## config.mk

```make
export PLATFORM = sky130hd
export DESIGN_NAME = nes_controller_responder_flat
export DESIGN_NICKNAME = d
export VERILOG_FILES = /design/src/rtl/nes_controller_responder_pkg.sv /design/src/rtl/nes_controller_responder_if.sv /design/src/rtl/nes_controller_responder_sync_edge.sv /design/src/rtl/nes_controller_responder.sv /design/src/flat_wrapper.sv
export SDC_FILE = /design/constraint.sdc
export NUM_CORES = 1
export LEC_CHECK = 0
export CORE_ASPECT_RATIO = 0.7
export CORE_MARGIN = 2
export CORE_UTILIZATION = 57
export DETAILED_ROUTE_END_ITERATION = 16
export PLACE_DENSITY_LB_ADDON = 0.2
export SETUP_SLACK_MARGIN = 0.02
export SKIP_LAST_GASP = 1
export SLEW_MARGIN = 15
export SYNTH_ARGS = -nofsm -noshare
export SYNTH_HDL_FRONTEND = slang
export SYNTH_SLANG_ARGS = --single-unit
```

## constraint.sdc

```tcl
create_clock -name inClock -period 2.91 [get_ports inClock]
set_input_delay 0.873 -clock inClock [delete_from_list [all_inputs] [get_ports inClock]]
set_output_delay 0.873 -clock inClock [all_outputs]
set_load 0.05 [all_outputs]
```

## src/rtl/nes_controller_responder_pkg.sv

```systemverilog
// Shared types and constants for the NES controller responder.
// Holds the FSM state enum, button bit indices, shift length and timeout helper.
package nes_pkg;

    localparam int NES_BITS = 8;

    localparam int BTN_A      = 0;
    localparam int BTN_B      = 1;
    localparam int BTN_SELECT = 2;
    localparam int BTN_START  = 3;
    localparam int BTN_UP     = 4;
    localparam int BTN_DOWN   = 5;
    localparam int BTN_LEFT   = 6;
    localparam int BTN_RIGHT  = 7;

    typedef enum logic [1:0] {
        IDLE,
        LATCHED,
        SHIFT,
        DONE
    } nes_state_t;

    // Cycles of inClock in the allowed gap between pulse edges.
    function automatic logic [31:0] timeout_cycles(input longint base_hz,
                                                   input longint gap_us);
        return 32'((base_hz / 64'd1000000) * gap_us);
    endfunction

endpackage

```

## src/rtl/nes_controller_responder_if.sv

```systemverilog
// Console-side NES pad bus: latch and pulse from the console, data back.
// master = console (drives latch/pulse), slave = pad responder (drives data).
interface nes_controller_responder_if;

    logic nesLatch;
    logic nesPulse;
    logic nesData;

    modport master (
        output nesLatch,
        output nesPulse,
        input  nesData
    );

    modport slave (
        input  nesLatch,
        input  nesPulse,
        output nesData
    );

endinterface

```

## src/rtl/nes_controller_responder_sync_edge.sv

```systemverilog
// 2-flop synchronizer plus registered rise/fall detect for one async pin.
// Ports: inClock, reset (async low), pin in; level, rise, fall out.
module nes_sync_edge (
    input  logic inClock,
    input  logic reset,
    input  logic pin,
    output logic level,
    output logic rise,
    output logic fall
);

    logic s1;
    logic s2;
    logic s3;

    // rise/fall are registered, so they appear 3 cycles after the pin moves.
    always_ff @(posedge inClock or negedge reset) begin
        if (!reset) begin
            s1   <= 1'b0;
            s2   <= 1'b0;
            s3   <= 1'b0;
            rise <= 1'b0;
            fall <= 1'b0;
        end else begin
            s1   <= pin;
            s2   <= s1;
            s3   <= s2;
            rise <= s2 & ~s3;
            fall <= ~s2 & s3;
        end
    end

    assign level = s2;

endmodule

```

## src/rtl/nes_controller_responder.sv

```systemverilog
// NES controller emulation: answers console latch/pulse with serial buttons.
// Ports: inClock, reset, buttons[7:0], bus (slave), shifting, pollCount[15:0].
module nes_controller_responder
    import nes_pkg::*;
#(
    parameter longint BASE_SPEED = 200000000,
    parameter longint TIMEOUT_US = 1000
) (
    input  logic                       inClock,
    input  logic                       reset,
    input  logic [NES_BITS-1:0]        buttons,
    nes_controller_responder_if.slave  bus,
    output logic                       shifting,
    output logic [15:0]                pollCount
);

    localparam logic [31:0] TIMEOUT_CYCLES =
        timeout_cycles(BASE_SPEED, TIMEOUT_US);

    localparam logic [3:0] LAST_IDX = 4'(NES_BITS - 1);

    nes_state_t          state;
    logic [NES_BITS-1:0] shreg;
    logic [3:0]          bitIdx;
    logic [31:0]         gap;
    logic                data_q;

    logic latch_lvl;
    logic latch_rise;
    logic latch_fall;
    logic pulse_lvl;
    logic pulse_rise;
    logic pulse_fall;

    nes_sync_edge u_latch (
        .inClock (inClock),
        .reset   (reset),
        .pin     (bus.nesLatch),
        .level   (latch_lvl),
        .rise    (latch_rise),
        .fall    (latch_fall)
    );

    nes_sync_edge u_pulse (
        .inClock (inClock),
        .reset   (reset),
        .pin     (bus.nesPulse),
        .level   (pulse_lvl),
        .rise    (pulse_rise),
        .fall    (pulse_fall)
    );

    // The latch level alone decides entry to LATCHED; bit 0 of shreg is
    // already on nesData by the time it would be read.
    logic unused_bits;
    assign unused_bits = ^{shreg[0], latch_rise, pulse_lvl};

    always_ff @(posedge inClock or negedge reset) begin
        if (!reset) begin
            state     <= IDLE;
            shreg     <= 8'hFF;
            bitIdx    <= '0;
            gap       <= '0;
            data_q    <= 1'b1;
            pollCount <= '0;
        end else begin
            unique case (state)
                IDLE: begin
                    data_q <= 1'b1;
                    gap    <= '0;
                    if (latch_lvl) begin
                        state <= LATCHED;
                    end
                end
                LATCHED: begin
                    shreg  <= buttons;
                    data_q <= ~buttons[BTN_A];
                    gap    <= '0;
                    if (latch_fall) begin
                        state     <= SHIFT;
                        bitIdx    <= '0;
                        pollCount <= pollCount + 16'd1;
                    end
                end
                SHIFT: begin
                    // Latch has priority; a coincident pulse is dropped.
                    if (latch_lvl) begin
                        state <= LATCHED;
                        gap   <= '0;
                    end else if (pulse_rise) begin
                        shreg  <= {1'b0, shreg[NES_BITS-1:1]};
                        bitIdx <= bitIdx + 4'd1;
                        gap    <= '0;
                        if (bitIdx == LAST_IDX) begin
                            state  <= DONE;
                            data_q <= 1'b1;
                        end else begin
                            data_q <= ~shreg[1];
                        end
                    end else if (pulse_fall) begin
                        gap <= '0;
                    end else if (gap >= TIMEOUT_CYCLES) begin
                        state  <= IDLE;
                        data_q <= 1'b1;
                    end else if (gap != '1) begin
                        gap <= gap + 32'd1;
                    end
                end
                DONE: begin
                    data_q <= 1'b1;
                    state  <= latch_lvl ? LATCHED : IDLE;
                end
                default: begin
                    state  <= IDLE;
                    data_q <= 1'b1;
                end
            endcase
        end
    end

    assign bus.nesData = data_q;
    assign shifting    = (state == SHIFT);

endmodule

```

## src/flat_wrapper.sv

```systemverilog
// flat-port wrapper written by rule: the top's interface ports become plain ports
module nes_controller_responder_flat import nes_pkg::*;
#(
    parameter longint BASE_SPEED = 200000000,
    parameter longint TIMEOUT_US = 1000
)
  (inClock, reset, buttons, shifting, pollCount, bus_nesLatch, bus_nesPulse, bus_nesData);
  nes_controller_responder_if bus_i ();
  input  logic inClock;
  input  logic reset;
  input  logic [NES_BITS-1:0] buttons;
  output logic shifting;
  output logic [15:0] pollCount;
  input wire logic [$bits(bus_i.nesLatch)-1:0] bus_nesLatch;
  input wire logic [$bits(bus_i.nesPulse)-1:0] bus_nesPulse;
  output wire logic [$bits(bus_i.nesData)-1:0] bus_nesData;
  assign bus_i.nesLatch = bus_nesLatch;
  assign bus_i.nesPulse = bus_nesPulse;
  assign bus_nesData = bus_i.nesData;
  nes_controller_responder #(.BASE_SPEED(BASE_SPEED), .TIMEOUT_US(TIMEOUT_US)) u_core (.inClock(inClock), .reset(reset), .buttons(buttons), .bus(bus_i), .shifting(shifting), .pollCount(pollCount));
endmodule
```

# --- After elaboration in Yosys (flattened, before gate mapping) ---
# Index checks and enable logic that the tools add are counted.
op_classes:
  n_reduce_logical: 11
  bitwise_logic: 8
  magnitude_cmp: 1
  n_mux: 28
  n_addsub: 3
  n_eq_ne: 16
op_table:
  columns: ["op", "count"]
  rows:
  - ["$mux W32", 5]
  - ["$pmux W32 S2", 1]
  - ["$add A32 B1 Y32 const B", 1]
  - ["$ge A32 B18 Y1 const B", 1]
  - ["$ne A32 B32 Y1 const B", 1]
  - ["$add A16 B1 Y16 const B", 1]
  - ["$mux W8", 2]
  - ["$pmux W8 S2", 1]
  - ["$mux W2", 7]
  - ["$mux W4", 3]
  - ["$reduce_and A3 Y1", 3]
  - ["$pmux W2 S4", 1]
  - ["$pmux W4 S2", 1]
  - ["$mux W1", 6]
  - ["$ne A2 B2 Y1 const B", 3]
  - ["$ne A5 B1 Y1 const B", 1]
  - ["$ne A5 B5 Y1 const B", 1]
  - ["$not A1 Y1", 5]
  - ["$reduce_and A5 Y1", 1]
  - ["$add A4 B1 Y4 const B", 1]
  - ["$eq A2 B2 Y1 const B", 2]
  - ["$eq A4 B3 Y1 const B", 1]
  - ["$ne A4 B1 Y1 const B", 1]
  - ["$ne A4 B2 Y1 const B", 1]
  - ["12 further kinds", 16]
word_totals:
  wordCells: 82
  ff_bits: 72
  out_inout_bits: 18

# --- Longest topological paths before layout ---
depth:
  depth_word: 7
  ltp_mapped: 9
  depth_no_buf: 7

# --- Hierarchy ---
# From an unflattened synthesis, not the netlist that was laid out.
unflattened:
  cells_unflattened: 316
  area_unflattened_um2: 3315.7
by_module_without_submodules:
  columns: ["mod", "seq_area_each_um2", "instances", "area_per_inst_um2", "cells_each"]
  rows:
  - ["nes_controller_responder", 1561.5, 1, 3035.4, 302]
  - ["nes_sync_edge", 125.1, 2, 140.1, 7]

# --- Worst setup path before layout ---
# OpenSTA, ideal clock, no wires.
synth_timing:
  path_kind: "flip-flop to flip-flop"
  startpoint: "register u_core.state[0]"
  endpoint: "register u_core.gap[9]"
  synth_period_minus_slack_ns: 2.432
  t_required_ns: 2.800
  setup_slack_ns: 0.478
  arrival_time_ns: 2.322
  setup_ns: 0.110
  path_stages_with_launch: 9
  cell_sequence: "dfrtp_1 -> inv_1 -> ha_1 -> clkbuf_1 -> nor4b_2 -> or2_2 -> clkbuf_1 -> nand2_1 -> o41ai_1"
synth_rtl:
  columns: ["element", "line", "text"]
  rows:
  - ["start, declared", "nes_controller_responder.sv:22", "nes_state_t state;"]
  - ["start signal, assigned", "nes_controller_responder.sv:111", "state <= latch_lvl ? LATCHED : IDLE;"]
  - ["$eq A2 B2 Y1 (*)", null, null]
  - ["via shifting", "flat_wrapper.sv:12", "output logic shifting;"]
  - ["$ne A5 B5 Y1 (no line) (tied with other cells)", null, null]
  - ["$reduce_and A3 Y1 (no line)", null, null]
  - ["end signal, assigned", "nes_controller_responder.sv:106", "gap <= gap + 32'd1;"]
  - ["end, declared", "nes_controller_responder.sv:25", "logic [31:0] gap;"]
# The timed path passes the listed nets; every way through them passes the cells marked *.
# A chain may end at the register's enable or synchronous reset.

# --- Final worst setup path ---
layout_timing:
  startpoint: "register u_core.data_q, in the netlist u_core.bus.nesData"
  endpoint: "output port bus_nesData"
layout_rtl:
  columns: ["element", "line", "text"]
  rows:
  - ["start, declared", "nes_controller_responder.sv:26", "logic data_q;"]
  - ["start signal, assigned", "nes_controller_responder.sv:77", "data_q <= ~buttons[BTN_A];"]
  - ["start signal, assigned", "nes_controller_responder.sv:98", "data_q <= ~shreg[1];"]
  - ["end, declared", "flat_wrapper.sv:16", "output wire logic [$bits(bus_i.nesData)-1:0] bus_nesData;"]
# No word-level cell between the ends.

==> impl_metrics.py <==
metrics = {
    "layout": {
        "stdcell_area_um2": 4070,
        "diodes": 0,
        "area_growth_pct": 17.0,
        "fillers": 443,
        "nets": 383,
        "fin_util_pct": 70.0,
        "final_layout_size_suffix_gt1_share_pct": 12.4,
        "final_cell_mix": "63 x dfrtp_1, 36 x nand2_1, 27 x clkdlybuf4s50_1, 26 x nor2_1, 15 x and2_1",
        "final_common_cell": "dfrtp_1",
    },
    "timing": {
        "post-route-period-util_pct": 86.8,
        "setup_viol": 0,
        "finalClockSkew_ps": 7.43,
        "tightest_slew_ps": 675,
        "rsz0062_at_grt": "no",
        "timing.setup.tns_ps": 0,
        "post-route-min-period_ps": 2530,
        "slew_violations": 0,
        "hold_viol": 0,
        "relSlewSlack_pct": 54.8,
        "timing.fmax_ghz": 0.396,
    },
    "clocking": {
        "htree_levels": 3,
        "cts_buffers": 9,
        "clock_path_buffers": 2,
        "clockRootBuffer": "clkbuf_8",
        "cts-resized-gates": 0,
        "cts_hold_buf": 0,
        "cts_sinks": 71,
        "cts_tree": "done",
        "path_clk_slew_ps": 70,
        "cts_setup_buffers": 0,
        "worstSkewPairLatency_ps": 340,
    },
    "synth": {
        "ys.warnings.count": 0,
        "syn-cell-area_um2": 3480,
        "synth_top_cell_by_area": "dfrtp_1",
        "yosysUniqueCellTypes": 50,
        "yosysTopAreaCellShare_pct": 45.3,
        "synth-compound-area-share_pct": 10.4,
        "synthMuxAreaShare_pct": 4.75,
        "synth_nets": 350,
        "avgSynthCellArea_um2": 10.6,
        "synth_top_family_by_area": "simple AND/OR/NAND/NOR gates",
        "seq_area_frac_synth_pct": 51.4,
        "synthAdderAreaFrac_pct": 3.60,
        "synth-seq-cells": 71,
        "synthCells": 328,
        "synthArstFlopShare_pct": 100,
        "ys.flop_type": "dfrtp_1",
        "synth_area_leaders": "dfrtp_1 45%, dfstp_2 6.0%, nand2_1 3.9%",
        "synth_edf_count": 0,
        "synthXorXnorAreaFrac_pct": 4.03,
        "yosys.area_share.simple_pct": 23.2,
    },
    "worst_setup_path": {
        "worstPathArrival_ps": 1650,
        "startpoint_type": "flip-flop",
        "critPathTopFamily": "buffers and inverters",
        "critPathBufInv": 1,
        "crit_fanout": 2,
        "critPathLaunch": "u_core.bus.nesData",
        "critical_path_class": "reg2out",
        "max_stage_delay_ps": 790,
        "crit_slowest_cell": "clkdlybuf4s50_1",
        "end_kind": "primary output",
        "required_ps": 2040,
        "cp_cell_sequence": "clkdlybuf4s50_1",
        "reg2reg_from": "u_core.gap[29]",
    },
    "global_routing": {
        "grt_pass1_wl_um": 11500,
        "gr-usage-all-layers_pct": 21.3,
        "antenna_found_initial": 0,
        "grt_max_degree": 72,
        "grt-ovfl-total": 0,
        "grt_pass1_vias": 2382,
    },
    "die": {
        "initial_utilization_pct": 59.8,
        "fp.dieW_um": 97.4,
        "rows": 23,
        "fp.dieH_um": 69.3,
        "core_um2": 5810,
        "fp.dieArea_um2": 6750,
        "io_pins": 30,
    },
    "route": {
        "initialDrtViolationCount": 138,
        "num_vias": 2534,
        "drt_pass1_iterations": 4,
        "routedWlPerCell_um": 15.1,
        "drc": 0,
        "vias_per_cell": 5.77,
        "ant_nets": 0,
        "totalWireLength_um": 6630,
    },
    "power": {
        "p_leak_nw": 1.81,
        "powerDensity_nw_per_um2": 718,
        "vdd_drop_max_mv": 0.607,
    },
    "run_status": {
        "status": "complete, no violations",
    },
    "place": {
        "port_buffers": 29,
        "dp_hpwl_um": 4490,
        "place.gp.congestion": 0.851,
        "place_area_um2": 3870,
    },
    "worst_hold_path": {
        "min_from": "u_core.u_latch.s1",
        "hold_path_class": "reg2reg",
    },
    "flow_run": {
        "drv_cap": 0,
    },
}
[registers in the layout (all words and copies together) (netlist names), 2 cells and up]
name	flops
u_core.gap	32
u_core.pollCount	16
u_core.shreg	7
u_core.bitIdx	4
u_core.state	2
[cells in the mapped netlist (all sizes together), types with 2 or more instances]
| cell type | number |
|---|---|
| xnor2 | 11 |
| nand2b | 6 |
| xor2 | 5 |
| nor2 | 26 |
| ha | 10 |
| inv | 7 |
| or3 | 2 |
| o31ai | 2 |
| a22o | 2 |
| and3 | 5 |
| nand3 | 10 |
| a31oi | 6 |
| nor4 | 8 |
| o221ai | 2 |
| a41o | 6 |
| dfrtp | 63 |
| clkbuf | 11 |
| mux2i | 12 |
| nand3b | 2 |
| and4 | 5 |
| nand4 | 4 |
| buf | 3 |
| a211oi | 2 |
| mux2 | 4 |
| a21oi | 8 |
| nor4b | 6 |
| and2 | 15 |
| nand2 | 36 |
| nor3 | 3 |
| or4 | 4 |
| nor2b | 7 |
| o21ai | 14 |
| nor3b | 2 |
| dfstp | 8 |
[metrics by stage]
stage          std cells  total power [mW]  hold WS, ps  setup WS [ps]
2_1_floorplan        328              1.86          331            478
6_report             439              2.92          351            384
3_5_place_dp         425              2.13          337            633
5_1_grt              439              3.10          357            334
4_1_cts              439              2.95          354            368
3_3_place_gp         425              2.10          334            747
[area by class of cell]
cell class | instances | area (um2) | area share [%]
Inverter | 7 | 26.3 | 0.646
Timing Repair Buffer | 36 | 360 | 8.86
Tap cell | 75 | 93.8 | 2.31
Sequential cell | 71 | 1790 | 43.9
Multi-Input combinational cell | 236 | 1600 | 39.4
Clock buffer | 10 | 128 | 3.14
Clock inverter | 4 | 72.6 | 1.78
[layer usage]
| metal | wire length (um) | GRT usage, % | up-vias | share of wire, % |
|---|---|---|---|---|
| li1 | - | - | 1236 | - |
| met1 | 3230 | 30.5 | 1235 | 49 |
| met2 | 3020 | 31.4 | 61 | 46 |
| met3 | 351 | 6.25 | 2 | 5.3 |
| met4 | 26 | 6.94 | 0 | 0.39 |
| met5 | 0 | 0 | - | 0 |
[report_power, final]
part | switching (mW) | total, mW | internal, mW | leakage [nW]
Combinational | 0.533 | 0.875 | 0.342 | 0.779
Clock | 0.342 | 0.814 | 0.472 | 0.0982
Sequential | 0.0933 | 1.23 | 1.14 | 0.937
[final timing paths]
kind,to,slack [ps],cells past startpoint
max,bus_nesData,380,1
min,u_core.u_latch.level,350,0
max reg2reg,u_core.gap[16],600,6
min reg2reg,u_core.u_latch.level,350,0
max in group asynchronous,u_core.shreg[1],2030,2
min in group asynchronous,u_core.pollCount[14],530,2
[kinds of logic after synthesis]
logic type                 after synthesis
buffers and inverters                   21
and+or+nand+nor                        142
muxes                                   16
xor gates and xnor gates                16
DFF                                     71
AOI/OAI and AO/OA                       52
adders and majority gates               10
(Power assumes the default switching activity.)
